==> src/rtl/instruction_fetch_unit.sv <==
// -----------------------------------------------------------------------------
// instruction_fetch_unit
//   Front end of the MIPS-32 core. Owns the word-addressed fetch PC, issues
//   one outstanding request at a time to instruction memory over a req/ack
//   handshake, buffers fetched words in a small FIFO and presents them to the
//   decode stage over valid/ready. A redirect from downstream flushes the
//   FIFO and any in-flight request.
//
// Ports:
//   clock, reset            rising-edge clock, synchronous active-high reset
//   imem_req/imem_addr      registered memory request and word address
//   imem_ack/imem_rdata     request accepted, instruction word same cycle
//   inst_valid/inst_ready   decode handshake (head consumed on both high)
//   inst_data/inst_pc       head instruction and its word PC (0 when empty)
//   inst_link               inst_pc + 1 (0 when empty)
//   redirect_valid/_target  control-flow change and new fetch PC
// -----------------------------------------------------------------------------
module instruction_fetch_unit #(
   parameter logic [31:0] RESET_PC   = 32'h0000_0000,
   parameter int unsigned FIFO_DEPTH = 2
) (
   input  logic        clock,
   input  logic        reset,
   output logic        imem_req,
   output logic [31:0] imem_addr,
   input  logic        imem_ack,
   input  logic [31:0] imem_rdata,
   output logic        inst_valid,
   input  logic        inst_ready,
   output logic [31:0] inst_data,
   output logic [31:0] inst_pc,
   output logic [31:0] inst_link,
   input  logic        redirect_valid,
   input  logic [31:0] redirect_target
);

   localparam int unsigned PTR_W = (FIFO_DEPTH > 1) ? $clog2(FIFO_DEPTH) : 1;
   localparam int unsigned CNT_W = PTR_W + 1;

   typedef enum logic [1:0] {
      IDLE  = 2'd0,
      REQ   = 2'd1,
      FLUSH = 2'd2
   } state_t;

   state_t             state;
   logic [31:0]        fetch_pc;
   logic [31:0]        fifo_pc   [FIFO_DEPTH];
   logic [31:0]        fifo_data [FIFO_DEPTH];
   logic [PTR_W-1:0]   rd_ptr;
   logic [PTR_W-1:0]   wr_ptr;
   logic [CNT_W-1:0]   count;

   logic               not_empty;
   logic               pop;
   logic               push;
   logic [CNT_W:0]     count_after;
   logic               space_next;

   always_comb begin
      not_empty   = (count != '0);
      pop         = not_empty && inst_ready;
      push        = (state == REQ) && imem_ack && !redirect_valid;
      // Occupancy once this cycle's push and any pop have landed; decides
      // whether the next back-to-back request may be issued.
      count_after = {1'b0, count} + (CNT_W+1)'(1) - (CNT_W+1)'(pop);
      space_next  = (count_after < (CNT_W+1)'(FIFO_DEPTH));
   end

   always_comb begin
      inst_valid = not_empty;
      inst_data  = '0;
      inst_pc    = '0;
      inst_link  = '0;
      if (not_empty) begin
         inst_data = fifo_data[rd_ptr];
         inst_pc   = fifo_pc[rd_ptr];
         inst_link = fifo_pc[rd_ptr] + 32'd1;
      end
   end

   always_ff @(posedge clock) begin
      if (reset) begin
         state     <= IDLE;
         fetch_pc  <= RESET_PC;
         imem_req  <= 1'b0;
         imem_addr <= '0;
         rd_ptr    <= '0;
         wr_ptr    <= '0;
         count     <= '0;
      end else if (redirect_valid) begin
         // Buffered entries are discarded; an outstanding request must still
         // be drained, so REQ without ack moves to FLUSH with addr held.
         rd_ptr   <= '0;
         wr_ptr   <= '0;
         count    <= '0;
         fetch_pc <= redirect_target;
         unique case (state)
            IDLE: state <= IDLE;
            REQ: begin
               if (imem_ack) begin
                  state    <= IDLE;
                  imem_req <= 1'b0;
               end else begin
                  state <= FLUSH;
               end
            end
            FLUSH: begin
               if (imem_ack) begin
                  state    <= IDLE;
                  imem_req <= 1'b0;
               end
            end
            default: begin
               state    <= IDLE;
               imem_req <= 1'b0;
            end
         endcase
      end else begin
         if (pop) begin
            rd_ptr <= rd_ptr + PTR_W'(1);
         end
         if (push) begin
            fifo_pc[wr_ptr]   <= fetch_pc;
            fifo_data[wr_ptr] <= imem_rdata;
            wr_ptr            <= wr_ptr + PTR_W'(1);
         end
         count <= count + CNT_W'(push) - CNT_W'(pop);

         unique case (state)
            IDLE: begin
               if (count < CNT_W'(FIFO_DEPTH)) begin
                  imem_req  <= 1'b1;
                  imem_addr <= fetch_pc;
                  state     <= REQ;
               end
            end
            REQ: begin
               if (imem_ack) begin
                  fetch_pc <= fetch_pc + 32'd1;
                  if (space_next) begin
                     imem_addr <= fetch_pc + 32'd1;
                  end else begin
                     imem_req <= 1'b0;
                     state    <= IDLE;
                  end
               end
            end
            FLUSH: begin
               if (imem_ack) begin
                  imem_req <= 1'b0;
                  state    <= IDLE;
               end
            end
            default: begin
               imem_req <= 1'b0;
               state    <= IDLE;
            end
         endcase
      end
   end

endmodule
==> config.mk <==
export PLATFORM = sky130hd
export DESIGN_NAME = instruction_fetch_unit
export DESIGN_NICKNAME = d
export VERILOG_FILES = /design/src/rtl/instruction_fetch_unit.sv
export SDC_FILE = /design/constraint.sdc
export NUM_CORES = 1
export LEC_CHECK = 0
export CORE_MARGIN = 1
export CORE_UTILIZATION = 58
export CTS_BUF_LIST = sky130_fd_sc_hd__clkbuf_8
export DETAILED_ROUTE_END_ITERATION = 16
export PLACE_DENSITY_LB_ADDON = 0.1
export SLEW_MARGIN = 25
export SYNTH_ARGS = -nofsm -noshare
export SYNTH_HDL_FRONTEND = slang
export SYNTH_SLANG_ARGS = --single-unit
==> constraint.sdc <==
create_clock -name clock -period 11.6 [get_ports clock]
set_clock_uncertainty 0.1 [all_clocks]
set_input_delay 1.16 -clock clock [delete_from_list [all_inputs] [get_ports clock]]
set_output_delay 1.16 -clock clock [all_outputs]
set_load 0.05 [all_outputs]
# == After elaboration in Yosys (flattened, before gate mapping) ==
# Memory sizes are Yosys's and may differ from the RTL's. A register that Yosys moved wholly into a read port is not among the register bits.
# Cells that the tools add are included.
# word_totals
register_bits,71
ramBits,128
wordCells,77
n_memories,2
# classes
addsub,8
n_lt_le_gt_ge,2
n_eq_ne,9
muxes,33
n_bitwise,1
n_reduce_logical,15
# mem_list
memory,words,width,rd,rd_ports_with_merged_regs,wr,line_no,text
fifo_data,2,32,1,1,1,49,logic [31:0] fifo_data [FIFO_DEPTH];
fifo_pc,2,32,1,1,1,48,logic [31:0] fifo_pc [FIFO_DEPTH];
# ops
cell,n
$mux 32,9
$add 32x1->32 const B,2
$pmux 32 s2,1
$mux 1,13
$mux 2,6
$ne 3x3->1 const B,3
$ne 2x2->1 const B,4
$reduce_bool 2->1,4
$pmux 2 s3,1
$reduce_and 5->1,1
$pmux 2 s2,1
$reduce_and 4->1,1
$reduce_or 2->1,2
$add 2x1->3 const B,1
$logic_and 1x1->1,3
$lt 3x2->1 const B,1
$pmux 1 s3,1
$reduce_and 3->1,1
$sub 3x1->3,1
$add 1x1->1 const B,2
$add 2x1->2,1
$eq 2x1->1 const B,1
$eq 2x2->1 const B,1
$logic_not 2->1,1
6 further kinds,6

# == Logic depth before layout (Yosys ltp) ==
# depth
word_depth,8
mapped_depth,11
ltp_nobuf,10

# == Worst setup path after synthesis ==
# OpenSTA, ideal clock, no wires.
# synth_timing
kind,input -> register
from,input port imem_ack
to,"memory fifo_data[1][0], enable pin"
setup_time_ns,0.578
arrival_ns,6.233
t_required_ns,10.922
setup_slack_ns,4.689
stages,4
path_buffers,1
path_cell_list,and2_1 -> buf_2 -> nand2_1 -> nor3b_1
# synth_between
elab_chain_cells,6
# synth_lines
item,line_no,text
from (decl),26,"input logic imem_ack,"
$logic_and 1x1->1 (2 in a row),63,push = (state == REQ) && imem_ack && !redirect_valid;
$mux 1,123,if (push) begin
$mux 1,91,end else if (redirect_valid) begin
$mux 1,83,if (reset) begin
$mux 1 (not written as such),125,fifo_data[wr_ptr] <= imem_rdata;
to (decl),49,
# No other way between the ends.

==> key figures <==
Outcome
  – Status: finished, final reports clean

Floorplanning
  – Die X: 133 µm
  – Core area: ~0.017 mm²
  – Initial Utilization: between 50% and 60%
  – Die Ht: ~130 µm
  – Full die area: around 0.018 mm²
  – Num rows: 47
  – Io pins: between 150 and 200

Synthesis
  – Flop and latch count out of synthesis: 200
  – Post-synthesis compound-gate area fraction: 9.65%
  – Synth Area in Simple Gates: a little under a fifth
  – Share of the yosys chip area belonging to registers: a little over half
  – Post-synthesis adder-cell area fraction: less than 1%
  – Mapped Area: about 0.01 mm²
  – XOR/XNOR Fraction of Synth Area: between 6 and 7%
  – Largest area contributor in the netlist: edfxtp_1
  – Post-synth EDFFs: 128
  – Post-synthesis cell count: 916
  – Ys flop type: edfxtp_1
  – Post-synth top area share: between 30% and 40%
  – Share of flip-flops with an asynchronous set or reset: 0%
  – Syn Nets: slightly below 1000
  – Largest family of logic cells by synthesized area: simple AND/OR/NAND/NOR gates
  – Synth area leaders: edfxtp_1, dfxtp_1, mux2i_1
  – Yosys cell types: 62
  – YS warnings: 0
  – Mapped Avg Cell Area: around 11 µm²
  – Mux share of post-synthesis cell area: 7.03%

Min path
  – WHS Path Cells: 2
  – WHS Endpoint: imem_addr[10]
  – Hold_sp: imem_addr[10]
  – Class of the worst hold path: reg -> reg

Clocking
  – CTS buffer count: 17
  – Post-CTS Setup Inserts: 0
  – Max clock buf depth: 2
  – Skew-Pair Late Insertion Delay: 0.48 ns
  – Hold-fix buffers, CTS: 0
  – CTS sink cnt: 200
  – CTS H-Tree Depth: 4
  – Post_cts resized: 0
  – TritonCTS clock tree: built
  – Clock root cell: clkbuf_8
  – Worst-path clk slew: about 0.1 ns

Detailed routing
  – DR vias: 7500
  – Remaining DRCs: 0
  – Drt wl/cell: ~17 µm
  – Drt first pass iters: 5
  – Number of vias per cell: about 5.7
  – DRT iter0 DRCs: 510
  – Antenna viol nets, final: 0
  – Routed WL: about 23 mm

STA
  – Slew headroom: around 38%
  – Final setup violation count: 0
  – Fin. Hold Viols: 0
  – Worst slew pin tran: a little over 0.9 ns
  – Fin Setup TNS: 0 ns
  – Fin crit period: 5.62 ns
  – Hold_ws: 0.405 ns
  – Crit share post-route: between 40% and 50%
  – F_max: 178 MHz
  – Final Max Slew Viols: 0
  – RSZ-0062 raised after global routing: no

Place
  – RD Place Congestion: approximately 0.91
  – PortBufs: around 200
  – Detail Placement HPWL: approximately 16 mm
  – Placed Cells: about 1300

Job
  – Total of max-cap violations: 0

Final layout
  – Layout Cells excl Fill: 1317
  – Synth-to-Final Area Change: 24.3%
  – Fin util: between 70% and 80%
  – Number of diodes: 0
  – Share of layout cells above drive strength 1: 8.02%
  – Nets: 1160

Pwr
  – Total power: 0.00140 W
  – Pwr dens: around 110 mW/mm²
  – Leak pwr: 3.95 nW
  – Worst IR drop on VDD: 0.0000921 V

Setup path
  – Data arrival time of the critical path: ~4.4 ns
  – Reg2Reg Launch Point: state[1]
  – Critical path type: reg -> out
  – R2r worst-path depth: 6
  – RR Endpoint: fifo_data[1][7]
  – Reg2Reg Setup Slack: between 8 and 9 ns
  – Startpoint types: flop
  – CP Max Fanout: between 60 and 70
  – CP Capture Type: output port
  – CP required: 10.34 ns

Global routing
  – Tot GR Track Use: about 26%
  – Remaining global-route overflow: 0
  – Initial antenna violation count: 0
  – Vias in the first global route: approximately 7000
  – Grt met3 use: ~4.8%
  – GR Layer Usage met2: roughly two fifths
  – Largest net degree at the start of global routing: 79
  – GR peak layer: met2
  – Met1 Use GR: between 30% and 40%
  – First-pass GRT wire length: 36.1 mm
## layer usage
layer  wire (µm)  up-vias
li1            -     3680
met1       10300     3481
met2       10300      310
met3        1620       29
met4         359        0
met5           0        -
## critical path, stage by stage (launching register included)
cell             delay, ns
dfxtp_4               0.80
buf_4                 0.69
nand3_1               0.37
a22oi_4               0.33
nand4_2               0.28
o41ai_1               0.47
clkdlybuf4s50_1       0.87
## cell usage in the layout, fill, tap and decap left out, drive strengths merged, types with 3 or more instances in the layout
master         instances
and3                   3
nor3                  18
and4                   3
a22oi                  6
mux2                   8
buf                    9
nor2b                  5
clkbuf                17
nand2                 48
inv                   23
clkinv                 4
ha                     7
xnor2                 38
a211oi                57
o21ai                 17
nor2                 157
xor2                  41
nor4                   6
nand4b                 6
edfxtp               128
dfxtp                 72
nor3b                  4
nand4                 43
a32o                   4
mux2i                 61
a31oi                  3
clkdlybuf4s50        197
and2                  14
nand3b                10
a21oi                 21
o31ai                  8
or3                    3
nand3                 41
## through the flow
stage | instance area (µm²) | setup WS [ns]
2_1_floorplan | 9970 | 4.69
3_3_place_gp | 12000 | 6.55
3_5_place_dp | 12000 | 6.52
4_1_cts | 12400 | 5.98
5_1_grt | 12400 | 5.75
6_report | 12400 | 5.98
## how the worst max path moves through the flow
stage,start,end,depth (start not counted)
finish,flop,inst_link[30],6
global route,flop,inst_link[30],6
CTS,flop,inst_link[20],7
detailed placement,flop,inst_link[20],7
global placement,flop,inst_link[20],7
floorplan,imem_ack,fifo_data[1][0],4
## final cells by class
cell class	count	area [µm²]
clock buffers	17	234
clock inverters	15	131
fillers	1194	4310
inverters	14	52.6
multi-input cells	645	4380
flip-flops and latches	200	5290
well taps	220	275
repair buffers	206	2040
## synthesized netlist by cell type (3+ instances only)
cell and n:
nand2_1 48, a211oi_1 46, mux2_1 4, nor2_1 154, a211oi_2 11, and4_1 3
a31oi_1 3, nor3_2 3, xnor2_1 38, o31ai_1 8, nand4_2 3, and3_1 3
ha_1 7, mux2_2 4, nand4b_1 6, xor2_1 41, and2_1 14, nor3_1 13
nand3b_1 9, mux2i_1 61, nor3b_1 4, a32o_1 4, nor2_2 3, buf_2 10
a22oi_4 3, buf_6 3, buf_4 8, clkbuf_1 30, nand3_1 38, inv_1 13
edfxtp_1 128, or3_1 3, nor2b_1 5, dfxtp_1 72, nand4_4 3, buf_1 4
nand3_2 3, nor4_1 4, nand4_1 37, o21ai_0 16, a21oi_1 21
## report_power, final
group	internal, W	total, W	leakage [nW]	switching [W]
combinational	0.0000718	0.000180	2.00	0.000108
sequential	0.000777	0.000805	1.76	0.0000270
clock	0.000157	0.000415	0.185	0.000258
## sequential cells by signal, indices dropped and copies added (netlist names), 2 cells and up, named ones only
name       count
fetch_pc      32
fifo_pc       64
state          2
imem_addr     32
count          2
fifo_data     64
## cell families after synthesis
logic type / after synthesis
buffers and inverters: 71
and+or+nand+nor: 365
xor gates and xnor gates: 79
adders and majority gates: 7
AOI/OAI and AO/OA: 125
DFF: 200
muxes: 69
No activity file was read; power rests on OpenSTA's default activity.
